==> src/rtl/wb_pkg.sv <==
// Shared definitions for the Wishbone slave decoder.
package wb_pkg;

  // Decoder FSM encoding.
  typedef enum logic [1:0] {
    ST_IDLE   = 2'd0,
    ST_ACTIVE = 2'd1,
    ST_ERROR  = 2'd2
  } state_e;

  localparam int unsigned STATE_WIDTH = 2;

  // Low bit of slave idx's word inside a packed per-slave bus.
  function automatic int unsigned slice_lo(input int unsigned idx, input int unsigned width);
    return idx * width;
  endfunction

endpackage

==> src/rtl/wb_watchdog.sv <==
// Saturating wait-cycle counter; expired flags the last allowed wait cycle.
module wb_watchdog #(
  parameter int unsigned TIMEOUT       = 255,
  parameter int unsigned TIMEOUT_WIDTH = 8
) (
  input  logic clk,
  input  logic rst,
  input  logic clear,
  input  logic tick,
  output logic expired
);

  logic [TIMEOUT_WIDTH-1:0] cnt_q, cnt_d;

  // Next count: clear dominates, otherwise count up and stick at all-ones.
  always_comb begin
    cnt_d = cnt_q;
    if (clear) begin
      cnt_d = '0;
    end else if (tick && (cnt_q != '1)) begin
      cnt_d = cnt_q + 1'b1;
    end
  end

  // Counter register.
  always_ff @(posedge clk) begin
    if (rst) begin
      cnt_q <= '0;
    end else begin
      cnt_q <= cnt_d;
    end
  end

  assign expired = (cnt_q == TIMEOUT_WIDTH'(TIMEOUT - 1));

endmodule

==> src/rtl/wb_slave_decoder.sv <==
// Routes one Wishbone master to one of N slaves; watchdog turns hangs and holes into mErrO.
module wb_slave_decoder
  import wb_pkg::*;
#(
  parameter int unsigned                      SLAVES_WIDTH  = 2,
  parameter int unsigned                      ADDRESS_WIDTH = 32,
  parameter int unsigned                      DATA_WIDTH    = 32,
  parameter logic [(1 << SLAVES_WIDTH)-1:0]   SLAVE_PRESENT = 4'b1111,
  parameter int unsigned                      TIMEOUT       = 255,
  parameter int unsigned                      TIMEOUT_WIDTH = 8
) (
  input  logic                                      clk,
  input  logic                                      rst,
  input  logic                                      mCycI,
  input  logic                                      mStbI,
  input  logic                                      mWeI,
  input  logic [ADDRESS_WIDTH-1:0]                  mAdrI,
  input  logic [DATA_WIDTH-1:0]                     mDatI,
  output logic [DATA_WIDTH-1:0]                     mDatO,
  output logic                                      mAckO,
  output logic                                      mErrO,
  output logic [(1 << SLAVES_WIDTH)-1:0]            sCycO,
  output logic [(1 << SLAVES_WIDTH)-1:0]            sStbO,
  output logic                                      sWeO,
  output logic [ADDRESS_WIDTH-1:0]                  sAdrO,
  output logic [DATA_WIDTH-1:0]                     sDatO,
  input  logic [(1 << SLAVES_WIDTH)-1:0]            sAckI,
  input  logic [DATA_WIDTH*(1 << SLAVES_WIDTH)-1:0] sDatIPacked
);

  localparam int unsigned SLAVES_COUNT = 1 << SLAVES_WIDTH;

  state_e                  state_q, state_d;
  logic [SLAVES_WIDTH-1:0] sel_q, sel_d;
  logic                    err_q, err_d;
  logic [SLAVES_WIDTH-1:0] dec_idx;
  logic                    sel_ack;
  logic                    wd_clear, wd_tick, wd_expired;
  logic [DATA_WIDTH-1:0]   slave_dat [SLAVES_COUNT];

  // Address and write data are broadcast unchanged.
  assign sAdrO   = mAdrI;
  assign sDatO   = mDatI;
  assign dec_idx = mAdrI[ADDRESS_WIDTH-1 -: SLAVES_WIDTH];
  assign sel_ack = sAckI[sel_q];

  // Unpack per-slave read data.
  for (genvar i = 0; i < SLAVES_COUNT; i++) begin : g_unpack
    assign slave_dat[i] = sDatIPacked[slice_lo(i, DATA_WIDTH) +: DATA_WIDTH];
  end

  wb_watchdog #(
    .TIMEOUT       (TIMEOUT),
    .TIMEOUT_WIDTH (TIMEOUT_WIDTH)
  ) u_watchdog (
    .clk     (clk),
    .rst     (rst),
    .clear   (wd_clear),
    .tick    (wd_tick),
    .expired (wd_expired)
  );

  // Next state, slave steering and master response.
  always_comb begin
    state_d  = state_q;
    sel_d    = sel_q;
    err_d    = 1'b0;
    sCycO    = '0;
    sStbO    = '0;
    sWeO     = 1'b0;
    mAckO    = 1'b0;
    mDatO    = '0;
    wd_tick  = 1'b0;
    wd_clear = 1'b1;
    unique case (state_q)
      ST_IDLE: begin
        if (mCycI && mStbI) begin
          if (SLAVE_PRESENT[dec_idx]) begin
            sel_d   = dec_idx;
            state_d = ST_ACTIVE;
          end else begin
            err_d   = 1'b1;
            state_d = ST_ERROR;
          end
        end
      end
      ST_ACTIVE: begin
        sCycO[sel_q] = mCycI;
        sStbO[sel_q] = mStbI;
        sWeO         = mWeI;
        mAckO        = sel_ack && mStbI;
        mDatO        = slave_dat[sel_q];
        wd_tick      = mStbI && !sel_ack;
        wd_clear     = !wd_tick;
        if (!mCycI) begin
          state_d = ST_IDLE;
        end else if (wd_tick && wd_expired) begin
          err_d   = 1'b1;
          state_d = ST_ERROR;
        end
      end
      ST_ERROR: begin
        if (!mCycI) begin
          state_d = ST_IDLE;
        end
      end
      default: state_d = ST_IDLE;
    endcase
  end

  // State, locked slave index and one-shot error register.
  always_ff @(posedge clk) begin
    if (rst) begin
      state_q <= ST_IDLE;
      sel_q   <= '0;
      err_q   <= 1'b0;
    end else begin
      state_q <= state_d;
      sel_q   <= sel_d;
      err_q   <= err_d;
    end
  end

  assign mErrO = err_q;

endmodule

==> config.mk <==
export PLATFORM = sky130hd
export DESIGN_NAME = wb_slave_decoder
export DESIGN_NICKNAME = d
export VERILOG_FILES = /design/src/rtl/wb_pkg.sv /design/src/rtl/wb_watchdog.sv /design/src/rtl/wb_slave_decoder.sv
export SDC_FILE = /design/constraint.sdc
export NUM_CORES = 1
export LEC_CHECK = 0
export CORE_AREA = 2 2 118 120
export CTS_CLUSTER_SIZE = 12
export DETAILED_ROUTE_END_ITERATION = 6
export DIE_AREA = 0 0 120 122
export PLACE_DENSITY = 0.7
export RECOVER_POWER = 25
export SLEW_MARGIN = 20
export SYNTH_ARGS = -nofsm -noshare
export SYNTH_HDL_FRONTEND = slang
export SYNTH_SLANG_ARGS = --single-unit
export TNS_END_PERCENT = 30
==> constraint.sdc <==
create_clock -name clk -period 3.45 [get_ports clk]
set_input_delay 0.5175 -clock clk [delete_from_list [all_inputs] [get_ports clk]]
set_output_delay 0.5175 -clock clk [all_outputs]
set_load 0.01 [all_outputs]
# [Word-level counts from Yosys, hierarchy flattened]
# Index checks and enable logic that the tools add are counted.
[totals] input_bits=201 reg_bits=13 output_inout_bits=107 elab_cells=58
[op_classes] n_mux=27 n_bitwise=3 n_addsub=1 n_reduce_logical=12 n_eq_ne=7 n_lt_le_gt_ge=4
[op_table] operator="$mux W32" n=3
[op_table] operator="$bmux W32 S2" n=1
[op_table] operator="$mux W1" n=11
[op_table] operator="$mux W2" n=5
[op_table] operator="$add A8 B1 Y8 const B" n=1
[op_table] operator="$and A4 B4 Y4" n=2
[op_table] operator="$eq A8 B8 Y1 const B" n=1
[op_table] operator="$mux W4" n=2
[op_table] operator="$ne A8 B8 Y1 const B" n=1
[op_table] operator="$logic_and A1 B1 Y1" n=6
[op_table] operator="$lt A2 B3 Y1 const B" n=2
[op_table] operator="$pmux W2 S3" n=1
[op_table] operator="$reduce_and A3 Y1" n=2
[op_table] operator="$bmux W1 S2" n=2
[op_table] operator="$ne A2 B2 Y1 const B" n=2
[op_table] operator="$ge A3 B3 Y1 const B" n=1
[op_table] operator="$ne A3 B3 Y1 const B" n=1
[op_table] operator="$not A2 Y3" n=1
[op_table] operator="$demux W1 S2" n=1
[op_table] operator="$eq A2 B1 Y1 const B" n=1
[op_table] operator="$eq A2 B2 Y1 const B" n=1
[op_table] operator="$ge A2 B1 Y1 const B" n=1
[op_table] operator="$logic_not A1 Y1" n=2
[op_table] operator="$logic_not A2 Y1" n=1
[op_table] operator="2 further kinds" n=2

# [Logic depth before layout (Yosys ltp)]
[logic_depth] depth_word=8 depth_mapped=6 depth_no_buf=6

# [Cells and area by module]
# From an unflattened synthesis, not the netlist that was laid out.
[hier_totals] cells_unflattened=233 hier_area_um2=2302.2
[modules_own_cells] mod="wb_slave_decoder" instances=1 cells_each=182 area_per_inst_um2=1851.8
[modules_own_cells] mod="wb_watchdog" instances=1 cells_each=51 area_per_inst_um2=450.4

# [Worst setup path before layout]
# Ideal clock, no wire load.
[synth_timing] path_kind="flip-flop to output port" startpoint="register sel_q[0]" endpoint="output port mDatO[10]" arrival_ns=1.565 path_slack_ns=1.368 path_stages_with_launch=5 path_buffers=2 t_required_ns=2.932 cell_sequence="dfxtp_1 > buf_2 > buf_4 > mux4_2 > and2_1"
[synth_via] elab_chain_len=5
[synth_lines] element="start, declared" line_no="wb_slave_decoder.sv:34" text="logic [SLAVES_WIDTH-1:0] sel_q, sel_d;"
[synth_lines] element="start signal, assigned" line_no="wb_slave_decoder.sv:119" text="sel_q <= sel_d;"
[synth_lines] element="$not A2 Y3 (not written as such)" line_no="wb_slave_decoder.sv:92" text="mDatO = slave_dat[sel_q];"
[synth_lines] element="$bmux W32 S2" line_no="wb_slave_decoder.sv:92"
[synth_lines] element="$mux W32 (not written as such) (2 in series)" line_no="wb_slave_decoder.sv:92"
[synth_lines] element="$mux W32" line_no="wb_slave_decoder.sv:75" text="unique case (state_q)"
[synth_lines] element="end, declared" line_no="wb_slave_decoder.sv:19" text="output logic [DATA_WIDTH-1:0] mDatO,"
# No other way between the ends. The select of a mux whose other input is x is not followed.

# [Worst setup path in the final report]
[layout_timing] startpoint="register sel_q[1]" endpoint="output port mAckO"
[layout_via] elab_chain_len=4
[layout_lines] element="$bmux W1 S2" line_no="wb_slave_decoder.sv:45" text="assign sel_ack = sAckI[sel_q];"
[layout_lines] element="$mux W1 (not written as such)" line_no="wb_slave_decoder.sv:45"
[layout_lines] element="$logic_and A1 B1 Y1" line_no="wb_slave_decoder.sv:91" text="mAckO = sel_ack && mStbI;"
[layout_lines] element="$mux W1" line_no="wb_slave_decoder.sv:75"
[layout_lines] element="end, declared" line_no="wb_slave_decoder.sv:20" text="output logic mAckO,"
# No other way between the ends. The select of a mux whose other input is x is not followed.

==> impl_metrics.json <==
{
  "outcome": "completed",
  "cpPeakStageDelay_ns": 0.91,
  "ir_drop_uv": 130,
  "setup_viol": 0,
  "synthCells": 217,
  "numPortBuffers": 183,
  "fin_nets": 534,
  "grtUsageTotal_pct": 10.9,
  "synth_seq_area_share_pct": 12.3,
  "powerDensity_mw_per_mm2": 185,
  "r2r_cells": 4,
  "die_area_mm2": 0.0146,
  "insertedDiodeCount": 0,
  "antenna_found_initial": 0,
  "rrSetupSlack_ns": 1.31,
  "arrival_ns": 2.30,
  "row_count": 43,
  "internal_power_uw": 542,
  "end_kind": "output port",
  "min_path_cells": 2,
  "syn-num-nets": 420,
  "htree_num_levels": 1,
  "fill_cells": 1404,
  "cp-startpoint": "sel_q[1]",
  "critPathKind": "flop to output port",
  "synth-compound-area-share_pct": 3.18,
  "clk_latency_ns": 0.24,
  "layout-drive-gt1-share_pct": 13.6,
  "cts_tree": "yes",
  "drt-pass1-iter-count": 3,
  "yosys-mux-area-fraction_pct": 35.9,
  "layout-area-overhead-vs-synth_pct": 76.4,
  "synth-xor-area-share_pct": 2.06,
  "syn_area_mm2": 0.00212,
  "maxSlewHeadroom_pct": 38.2,
  "synth-simple-area-share_pct": 19.6,
  "totalWireLength_um": 8820,
  "critPathLaunchType": "flop",
  "fp.dieH_um": 122,
  "r2r-end": "state_q[0]",
  "synth_warnings": 0,
  "p_comb_share_pct": 46.0,
  "syn_area_per_cell_um2": 9.78,
  "min_path_type": "flop to flop",
  "hold_path_end": "u_watchdog.cnt_q[6]",
  "cp_slowest_cell": "dfxtp_2",
  "max_slew.worst_pin.slew_ns": 0.928,
  "slew_viol_final": 0,
  "ctsRootBufferMaster": "clkbuf_16",
  "switchingPower_uw": 152,
  "clockBufferDepth": 2,
  "worst_hold_startpoint": "u_watchdog.cnt_q[6]",
  "clkSlewWorstSetupHoldPaths_ns": 0.04,
  "critPathBufInv": 1,
  "die_x_um": 120,
  "via_per_inst": 4.04,
  "synth_top_family_by_area": "multiplexers",
  "drc": 0,
  "gp_congestion": 0.741,
  "wl_per_cell_um": 17.3,
  "sequentialPowerShare_pct": 23.3,
  "ioPinCount": 308,
  "dp_hpwl_um": 7760,
  "post-route-period-util_pct": 81.7,
  "crit_fanout": 39,
  "dr_total_vias": 2061,
  "finalCriticalPeriod_ns": 2.82,
  "gr-total-overflow": 0,
  "p_leak_uw": 0.00123,
  "grt_pass1_vias": 2238,
  "fmax_ghz": 0.355,
  "hold_violations": 0,
  "rsz0062_at_grt": "no",
  "finalClockSkew_ns": 0.00367,
  "drv_cap": 0,
  "grt_max_degree": 40,
  "path_depth": 3,
  "path_cells": "mux4_2 > and3_1 > clkdlybuf4s50_1",
  "ant_nets": 0,
  "switching_share_pct": 21.9,
  "cts_setup_buffers": 0,
  "drt_iter0_markers": 89,
  "yosysUniqueCellTypes": 33,
  "cts_buffers": 3,
  "cts_sinks": 13,
  "hold_buffers": 0,
  "synthAdderAreaFrac_pct": 1.18,
  "cts_resized": 0,
  "cp_top_family": "flip-flops",
  "final.setup.tns_ns": 0,
  "ys_ff_latch": 13,
  "grt_pass1_wl_um": 12400,
  "cp.required_ns": 2.93,
  "p_total_uw": 694,
  "start_util_pct": 15.7,
  "clkPwrFrac_pct": 30.7,
  "timing.rr.start": "sel_q[1]",
  "core-area_mm2": 0.0135
}
[registers in the layout (all words and copies together), names as in the netlist]
register,cells
mErrO,1
sel_q,2
state_q,2
u_watchdog.cnt_q,8
[layer usage]
layer / up-vias / global-route usage (%) / routed length, µm
li1: 942 / - / -
met1: 988 / 12.1 / 3340
met2: 121 / 20.2 / 4590
met3: 10 / 3.32 / 775
met4: 0 / 2.65 / 113
met5: - / 0 / 0
[cell type report]
type                       count  area (µm²)  share of cell area, %
clock buffer                   4        78.8                   2.10
inverter                       2        7.51                  0.200
timing repair buffer         186        1850                   49.5
tap                          180         225                   6.01
sequential                    13         263                   7.01
multi-input combinational    125        1320                   35.2
[Yosys cell counts, drive strengths merged]
cell type / instances / area, µm²
a211oi: 1 / 12.5
a21oi: 1 / 5.00
a31oi: 1 / 6.26
and2: 33 / 206
and3: 2 / 12.5
and4: 1 / 8.76
buf: 71 / 518
clkbuf: 6 / 22.5
dfxtp: 13 / 260
ha: 2 / 25.0
inv: 2 / 7.51
mux2i: 2 / 20.0
mux4: 33 / 743
nand2: 5 / 18.8
nand2b: 2 / 12.5
nand3: 1 / 5.00
nand4: 2 / 12.5
nor2: 16 / 60.1
nor2b: 2 / 12.5
nor3: 4 / 25.0
nor4bb: 1 / 10.0
o2111ai: 1 / 8.76
o211ai: 3 / 22.5
o21ai: 1 / 5.00
o31ai: 1 / 7.51
or2: 2 / 12.5
or3: 3 / 18.8
xnor2: 3 / 26.3
xor2: 2 / 17.5
[worst register-to-register path, stage by stage, from the launching register on]
cell	delay, ns
dfxtp_2	0.91
mux4_2	0.45
or3_1	0.43
a31oi_1	0.18
nor2_1	0.05
[power by group through the flow]
stage | logic (µW) | clock network, µW | registers, µW
after CTS | 323 | 218 | 162
after detailed placement | 322 | 0 | 165
after global placement | 320 | 0 | 164
final | 319 | 213 | 162
after global routing | 338 | 226 | 163
after floorplan | 186 | 0 | 157
[through the flow]
step | instances | hold slack (ns) | util (%) | setup slack [ns] | cell area, µm²
2_1_floorplan | 217 | 0.461 | - | 1.37 | 2120
3_3_place_gp | 506 | 0.470 | 27.2 | 0.730 | 3670
3_5_place_dp | 506 | 0.513 | 27.2 | 0.772 | 3670
4_1_cts | 510 | 0.520 | 27.7 | 0.586 | 3750
5_1_grt | 510 | 0.571 | 27.7 | 0.526 | 3750
6_report | 510 | 0.523 | 27.7 | 0.630 | 3750
[logic make-up after synthesis]
kind of cell,Yosys count
AO/OA/AOI/OAI,9
XOR/XNOR,5
adder cells (fa/ha/maj),2
buffers and inverters,79
flip-flops,13
multiplexers,35
AND/OR/NAND/NOR,74
[cells in the final DEF (no fill, tap or decap), drive strengths merged, types with 2 or more instances in the layout]
cell type / n
nor3: 4
nand2: 5
or2: 2
ha: 2
nand4: 2
buf: 3
dfxtp: 13
nor2: 16
and3: 2
and2: 33
nand2b: 2
clkbuf: 4
xor2: 2
mux2i: 2
or3: 3
clkdlybuf4s50: 183
mux4: 33
inv: 2
nor2b: 2
xnor2: 3
o211ai: 3
[worst max path at each step]
stage / to / slack [ns]
global route: mAckO / 0.53
detailed placement: mAckO / 0.77
finish: mAckO / 0.63
global placement: mAckO / 0.73
CTS: mAckO / 0.59
floorplan: mDatO[10] / 1.37
Note: power is estimated with default switching activity, not from simulation.
